File: src/rtl/cpu_types_pkg.sv
// Shared CPU memory-system types: RAM handshake states and the machine word.
package cpu_types_pkg;

  typedef logic [31:0] word_t;

  typedef enum logic [1:0] {
    FREE   = 2'd0,
    BUSY   = 2'd1,
    ACCESS = 2'd2,
    ERROR  = 2'd3
  } ramstate_t;

endpackage

File: src/rtl/cache_mem_arbiter.sv
// Shares the single-ported RAM between icache and dcache: dcache-first priority,
// locked dcache block transfers, and a bounded-starvation escape for icache.
module cache_mem_arbiter
  import cpu_types_pkg::*;
#(
  parameter int unsigned STARVE_MAX = 8
) (
  input  logic        CLK,
  input  logic        RST,
  input  logic        iREN,
  input  logic [31:0] iaddr,
  output logic        iwait,
  output logic [31:0] iload,
  input  logic        dREN,
  input  logic        dWEN,
  input  logic        dlock,
  input  logic [31:0] daddr,
  input  logic [31:0] dstore,
  output logic        dwait,
  output logic [31:0] dload,
  output logic        ramREN,
  output logic        ramWEN,
  output logic [31:0] ramaddr,
  output logic [31:0] ramstore,
  input  logic [31:0] ramload,
  input  logic [1:0]  ramstate,
  output logic        merr
);

  localparam int unsigned CW = $clog2(STARVE_MAX + 1);
  localparam logic [CW-1:0] STARVE_LIM = CW'(STARVE_MAX);

  typedef enum logic [1:0] {
    IDLE  = 2'd0,
    GNT_I = 2'd1,
    GNT_D = 2'd2
  } arb_state_e;

  arb_state_e    state_q, state_d;
  logic [CW-1:0] starve_q, starve_d;
  logic          merr_q, merr_d;

  ramstate_t     rs;
  logic          ireq, dreq, done, take_arb, arb_bump;
  arb_state_e    arb_pick;

  assign rs   = ramstate_t'(ramstate);
  assign ireq = iREN;
  assign dreq = dREN | dWEN;
  assign done = (state_q != IDLE) && (rs == ACCESS);

  // Single arbitration decision shared by the IDLE path and every completion.
  always_comb begin
    arb_pick = IDLE;
    arb_bump = 1'b0;
    if (ireq && (starve_q == STARVE_LIM)) begin
      arb_pick = GNT_I;
    end else if (dreq) begin
      arb_pick = GNT_D;
      arb_bump = ireq;
    end else if (ireq) begin
      arb_pick = GNT_I;
    end
  end

  always_comb begin
    state_d  = state_q;
    starve_d = starve_q;
    take_arb = 1'b0;
    merr_d   = merr_q | ((state_q != IDLE) && (rs == ERROR));
    case (state_q)
      IDLE:  take_arb = 1'b1;
      GNT_I: begin
        if (done)       take_arb = 1'b1;
        else if (!iREN) state_d  = IDLE;
      end
      GNT_D: begin
        // A locked completion keeps the grant and does not count as a decision.
        if (done) begin
          if (!dlock) take_arb = 1'b1;
        end else if (!dREN && !dWEN && !dlock) begin
          state_d = IDLE;
        end
      end
      default: state_d = IDLE;
    endcase
    if (take_arb) begin
      state_d = arb_pick;
      if (arb_pick == GNT_I) begin
        starve_d = '0;
      end else if (arb_bump && (starve_q != STARVE_LIM)) begin
        starve_d = starve_q + 1'b1;
      end
    end
  end

  always_ff @(posedge CLK) begin
    if (RST) begin
      state_q  <= IDLE;
      starve_q <= '0;
      merr_q   <= 1'b0;
    end else begin
      state_q  <= state_d;
      starve_q <= starve_d;
      merr_q   <= merr_d;
    end
  end

  always_comb begin
    ramREN   = 1'b0;
    ramWEN   = 1'b0;
    ramaddr  = '0;
    ramstore = '0;
    iwait    = 1'b1;
    dwait    = 1'b1;
    case (state_q)
      GNT_I: begin
        ramREN  = iREN;
        ramaddr = iaddr;
        iwait   = (rs != ACCESS);
      end
      GNT_D: begin
        ramWEN   = dWEN;
        ramREN   = dREN & ~dWEN;
        ramaddr  = daddr;
        ramstore = dstore;
        dwait    = (rs != ACCESS);
      end
      default: ;
    endcase
  end

  assign iload = ramload;
  assign dload = ramload;
  assign merr  = merr_q;

endmodule
File: config.mk
export PLATFORM = sky130hd
export DESIGN_NAME = cache_mem_arbiter
export DESIGN_NICKNAME = d
export VERILOG_FILES = /design/src/rtl/cpu_types_pkg.sv /design/src/rtl/cache_mem_arbiter.sv
export SDC_FILE = /design/constraint.sdc
export NUM_CORES = 1
export LEC_CHECK = 0
export ABC_CLOCK_PERIOD_IN_PS = 1700
export CAP_MARGIN = 30
export CORE_AREA = 5 5 101 103
export DETAILED_ROUTE_END_ITERATION = 8
export DIE_AREA = 0 0 106 108
export GPL_ROUTABILITY_DRIVEN = 0
export GPL_TIMING_DRIVEN = 1
export PLACE_DENSITY = 0.69
export SYNTH_ARGS = -nofsm -noshare
export SYNTH_HDL_FRONTEND = slang
export SYNTH_SLANG_ARGS = --single-unit
File: constraint.sdc
create_clock -name CLK -period 1.7 [get_ports CLK]
set_input_delay 0.255 -clock CLK [delete_from_list [all_inputs] [get_ports CLK]]
set_output_delay 0.255 -clock CLK [all_outputs]
set_load 0.05 [all_outputs]
## Word level (Yosys, flattened, before mapping)

Index checks and enable logic that the tools add are counted.
W data, S select, Z words.

| storage, ports and cells | value |
|---|---|
| bits in writable memories | 0 |
| input bits | 136 |
| word-level logic and storage cells | 58 |
| bits in registers | 7 |
| memories | 0 |
| bits in read-only memories | 0 |
| latch bits | 0 |

| cells by class | value |
|---|---|
| reduce and logical (&&, ||, !) cells | 14 |
| eq/ne operators | 13 |
| multiply operators | 0 |
| bitwise gates (word level) | 4 |
| magnitude comparators | 0 |
| shifts and indexed selects | 0 |
| $add $sub $neg | 1 |
| multiplexer cells | 23 |
| divide/modulo/power cells | 0 |

Operators with widths:

| operator | count |
|---|---|
| $pmux W32 S2 | 1 |
| $mux W32 | 1 |
| $mux W2 | 7 |
| $ne A3 B3 Y1 const B | 4 |
| $mux W1 | 9 |
| $mux W4 | 2 |
| $eq A2 B2 Y1 const B | 3 |
| $logic_and A1 B1 Y1 | 6 |
| $pmux W2 S3 | 1 |
| $reduce_and A5 Y1 | 1 |
| $add A4 B1 Y4 const B | 1 |
| $eq A2 B1 Y1 const B | 2 |
| $eq A4 B4 Y1 const B | 1 |
| $ne A2 B2 Y1 const B | 2 |
| $ne A4 B4 Y1 const B | 1 |
| $reduce_bool A2 Y1 | 2 |
| $logic_not A1 Y1 | 3 |
| $pmux W1 S3 | 1 |
| $logic_not A2 Y1 | 1 |
| $or A1 B1 Y1 | 2 |
| $pmux W1 S2 | 1 |
| $reduce_and A2 Y1 | 1 |
| $and A1 B1 Y1 | 1 |
| $not A1 Y1 | 1 |

## Longest topological paths before layout

| logic depth | value |
|---|---|
| depth after elaboration | 7 |
| depth in mapped cells | 7 |

## Least setup slack after synthesis

OpenSTA, ideal clock, no wires.

| path | value |
|---|---|
| path type | register to output |
| start point | reg state_q[0] |
| end point | out ramaddr[10] |
| arrival time | 1.751 ns |
| buffers on the path | 2 |
| cell stages (with the launch flop) | 7 |
| path slack | -0.306 ns |
| path through | dfxtp_1 -> inv_1 -> ha_1 -> buf_4 -> clkbuf_1 -> a22oi_1 -> nor2b_1 |

| between the ends | value |
|---|---|
| cells in the longest elaborated chain, start to end | 2 |
| elaborated cells between the ends (all ways) | 3 |

RTL lines:

| what | RTL line | text |
|---|---|---|
| start, declared | cache_mem_arbiter.sv:39 | `arb_state_e state_q, state_d;` |
| start signal, assigned | cache_mem_arbiter.sv:103 | `state_q <= state_d;` |
| $eq A2 B2 Y1 / $eq A2 B1 Y1 (equally long branches) | cache_mem_arbiter.sv:116 | `case (state_q)` |
| $pmux W32 S2 (*) | cache_mem_arbiter.sv:116 |  |
| end, declared | cache_mem_arbiter.sv:23 | `output logic [31:0] ramaddr,` |

Every way passes the cells marked *; elsewhere a longest branch is shown, timed or not.

## Final worst setup path

| path | value |
|---|---|
| start point | reg state_q[0] |
| end point | out ramaddr[11] |

Same word-level chain as after synthesis.

==> flow_results.org <==
** Yosys
- Count of flip-flops with a built-in enable after synthesis :: 0
- Counting every net in the synthesized netlist gives 376.
- The largest total area in the synthesized netlist belongs to sky130_fd_sc_hd__buf_4.
- Synth Register Bits :: 7
- Post-synthesis cell count :: 234
- Yosys warnings :: 0
- A synthesized cell averages 7.315 um2.
- Of the synthesized area, sequential elements account for 0.08187.
- For this run, the leading register cell type out of synthesis is sky130_fd_sc_hd__dfxtp_1.
- Share of the synthesized area in the top cell type :: 0.2895
- Share of flip-flops with an asynchronous set or reset :: 0
- Post-Syn Area :: 1712 um2
- Biggest area contributors in the synthesized netlist :: sky130_fd_sc_hd__buf_4 29%, sky130_fd_sc_hd__a22oi_1 14%, sky130_fd_sc_hd__and2_1 12%, sky130_fd_sc_hd__nor2b_1 12%, sky130_fd_sc_hd__dfxtp_1 8.2%
- Count of cell types in the netlist :: 31

** Worst setup path
- Critical path class :: reg2out
- STA classifies the critical path startpoint as a flip-flop.
- Crit-path max FO :: 10
- Family with the most delay on the worst path :: buffers and inverters
- Critical path buffers and inverters :: 4
- Biggest cell delay along the critical path :: 0.35 ns
- Critical path, cell by cell :: inv_4, buf_4, ha_4, clkbuf_16, nor2b_4, buf_12
- Capturing element type of the critical path :: output port
- STA puts the critical path data arrival time at 1.57 ns.
- Data on the critical path is required at its endpoint by 1.44 ns.
- For this design, the slowest cell found on the critical path is sky130_fd_sc_hd__dfxtp_4.
- Flop-to-flop setup slack :: 0 ns

** Timing
- Worst-case clock skew :: 0.01026 ns
- The worst pin sits at a relative slew slack of 0.7162.
- Total negative setup slack :: -3.505 ns
- Post-Route Hold Slack :: 0.4744 ns
- Final number of hold-violating endpoints :: 0
- Once routing completed, OpenROAD measured the worst setup slack at -0.1243 ns.
- Final max-slew violation count :: 0
- Tightest Pin Transition :: 0.4257 ns
- Counting I/O delays and the setup requirement, the final critical path takes 1.824 ns.
- Final period util :: 1.073
- Unrepaired setup endpoints after global routing :: yes
- Upper clock frequency limit :: 548.2 MHz
- Setup violations remaining at the end of the flow were counted as 40.

** Floorplan
- The initial utilization of the core area, before any placement, comes to 0.1879.
- # IOs :: 269
- Measured along the x axis, the die boundary spans 106 um.
- DIE AREA :: 11450 um2
- The die is 108 um tall.
- In this run the core area contains 35 standard-cell rows.
- Core Area :: 9109 um2

** Cells and area
- Layout cells sized above 1 :: 0.6124
- P&R area growth vs syn :: 176.4%
- 0 antenna diodes ended up in the layout.
- After the last flow step, the layout net total stands at 499.

** Detailed routing
- Remaining antenna violation count after routing :: 0
- The detailed router finished its first iteration with 45 violations.
- WL met3 :: 701 um
- Signal routing reaches up to met4.
- Vias :: 2123
- After detailed routing, the number of vias per cell comes to 4.546.
- Wire segments on met2 add up to 5345 um in the final route.
- WL final :: 9001 um
- Post-Route M1 WL :: 2842 um
- After detailed routing, the average wire length per cell comes to 19.27 um.
- The first TritonRoute pass finished after 4 iterations.
- After detailed routing, the number of remaining DRC violations is 0.

** Clocking
- Post-cts hold buffer count :: 0
- Inserted Clock Buffers :: 3
- In this run the number of H-tree levels came out at 1.
- The tree is rooted in a sky130_fd_sc_hd__clkbuf_8.
- Clock tree buffer depth :: 2
- The clock reaches the later pin of the worst-skew pair after 0.23 ns.
- After clock tree synthesis, the clock-pin slew on the worst setup and hold paths is 0.05 ns.
- TritonCTS built the clock tree.
- Sink count of the clock tree :: 7

** Power and ir drop
- Clk pwr share :: 0.054
- The share of total power dissipated in combinational logic is 0.900.
- Leakage power :: 0.001734 uW
- Net switching power :: 1956 uW
- The internal power of the cells totals 2569 uW.
- Sw Share :: 0.4323
- Power per cell area :: 956.4 nW/um2
- Across the VDD grid, the largest voltage drop is 387.6 uV.
- Overall power :: 4525 uW
- Power share of the sequential group :: 0.047

** Place
- During placement, the flow inserted port buffers numbering 172.
- Post-detailed-placement half-perimeter wirelength :: 6644 um
- Before CTS, the worst setup slack after placement is -0.04160 ns.

** Outcome
- The final reports fail on negative setup slack.
- Outcome :: finished with violations

** Global routing
- The initial antenna violation count was 0.
- Entering global routing, the biggest net connects 21 pins.
- Summed over all layers, the global routing overflow is 0.
- The first global-routing pass estimated 13560 um of wire.
- Via count of the first global-routing pass :: 2434
- For this run, the total global-route usage over all layers was measured as 0.1504.

** Hold path
- Classification of the worst-slack hold path :: reg2reg

** Run
- Max-cap violations in this run came to 0.
-- layer usage --
layer	up-vias	track usage
li1	971	-
met1	1010	0.1418
met2	116	0.3210
met3	26	0.03940
met4	0	0.02868
met5	-	0
-- power groups by stage --
stage | Sequential (uW) | Combinational, uW | Clock (uW)
2_1_floorplan | 209 | 2150 | 0
3_3_place_gp | 205 | 3260 | 0
3_5_place_dp | 206 | 3300 | 0
4_1_cts | 210 | 3890 | 243
5_1_grt | 214 | 4240 | 264
6_report | 212 | 4070 | 242
-- path summary, 6_finish.rpt --
kind	startpoint	end	depth (start not counted)
setup / recovery	state_q[0]	ramaddr[11]	6
setup reg to reg	state_q[0]	starve_q[2]	7
hold / removal	merr	merr	2
hold reg to reg	merr	merr	2
-- cell families after synthesis --
| family | share of synthesized area |
|---|---|
| DFF | 0.08187 |
| adders and majority gates | 0.04386 |
| AOI/OAI and AO/OA | 0.2215 |
| buffers and inverters | 0.3355 |
| and+or+nand+nor | 0.3172 |
-- stage by stage --
stage,utilization,instance area [um2],instances
after floorplan,-,1991,234
after global placement,0.4488,4088,448
after detailed placement,0.4488,4088,448
after CTS,0.5060,4609,463
after global routing,0.5194,4731,467
final,0.5194,4731,467
-- synthesized netlist by cell type (2+ instances only) --
| cell | n |
|---|---|
| sky130_fd_sc_hd__and2_1 | 34 |
| sky130_fd_sc_hd__a21oi_1 | 3 |
| sky130_fd_sc_hd__ha_1 | 6 |
| sky130_fd_sc_hd__o21ai_0 | 2 |
| sky130_fd_sc_hd__clkbuf_1 | 13 |
| sky130_fd_sc_hd__dfxtp_1 | 7 |
| sky130_fd_sc_hd__a22oi_1 | 32 |
| sky130_fd_sc_hd__buf_4 | 66 |
| sky130_fd_sc_hd__nand2_1 | 6 |
| sky130_fd_sc_hd__nand4_1 | 2 |
| sky130_fd_sc_hd__nor2b_1 | 33 |
| sky130_fd_sc_hd__inv_1 | 8 |
| sky130_fd_sc_hd__nor2_1 | 3 |
| sky130_fd_sc_hd__nand2b_1 | 2 |
-- repair_timing --
item                                    CTS  global route
endpoints found under the setup margin   70            61
resized for setup                        66            30
cloned                                    5             2
setup buffers                             6             4
endpoints found under the hold margin     0             0
pin swaps                                11            10
-- registers in the layout (all words and copies together) (netlist names) --
signal    cells
merr          1
starve_q      4
state_q       2
-- placed cells by master (no fill, tap or decap), types with 2 or more instances in the layout --
| cell | instances |
|---|---|
| sky130_fd_sc_hd__dfxtp_4 | 2 |
| sky130_fd_sc_hd__nor2_1 | 3 |
| sky130_fd_sc_hd__nand2b_4 | 3 |
| sky130_fd_sc_hd__and2_2 | 7 |
| sky130_fd_sc_hd__and2_4 | 26 |
| sky130_fd_sc_hd__ha_4 | 4 |
| sky130_fd_sc_hd__bufbuf_16 | 2 |
| sky130_fd_sc_hd__a21oi_2 | 2 |
| sky130_fd_sc_hd__nand4_1 | 2 |
| sky130_fd_sc_hd__dfxtp_1 | 5 |
| sky130_fd_sc_hd__a22oi_2 | 32 |
| sky130_fd_sc_hd__clkbuf_8 | 3 |
| sky130_fd_sc_hd__buf_8 | 2 |
| sky130_fd_sc_hd__buf_4 | 9 |
| sky130_fd_sc_hd__inv_1 | 6 |
| sky130_fd_sc_hd__nand2_1 | 5 |
| sky130_fd_sc_hd__clkbuf_16 | 2 |
| sky130_fd_sc_hd__clkdlybuf4s50_1 | 103 |
| sky130_fd_sc_hd__buf_6 | 5 |
| sky130_fd_sc_hd__a21oi_1 | 2 |
| sky130_fd_sc_hd__nor2b_4 | 33 |
| sky130_fd_sc_hd__ha_1 | 2 |
| sky130_fd_sc_hd__buf_12 | 73 |
-- worst register-to-register path, cell delays in order, from the launching register on --
cell	delay, ns
sky130_fd_sc_hd__dfxtp_4	0.35
sky130_fd_sc_hd__buf_4	0.15
sky130_fd_sc_hd__buf_4	0.15
sky130_fd_sc_hd__ha_4	0.17
sky130_fd_sc_hd__nand2b_4	0.13
sky130_fd_sc_hd__a221o_2	0.38
sky130_fd_sc_hd__nand4b_4	0.19
sky130_fd_sc_hd__a21oi_2	0.12
-- cell type report --
| cell class | instances | area (um2) |
|---|---|---|
| clock buffer | 4 | 45.04 |
| fill | 774 | 4378 |
| inverter | 8 | 32.53 |
| multi-input combinational | 140 | 1578 |
| sequential | 7 | 147.6 |
| tap | 111 | 138.9 |
| timing repair buffer | 197 | 2789 |
Note: power is estimated with default switching activity, not from simulation.
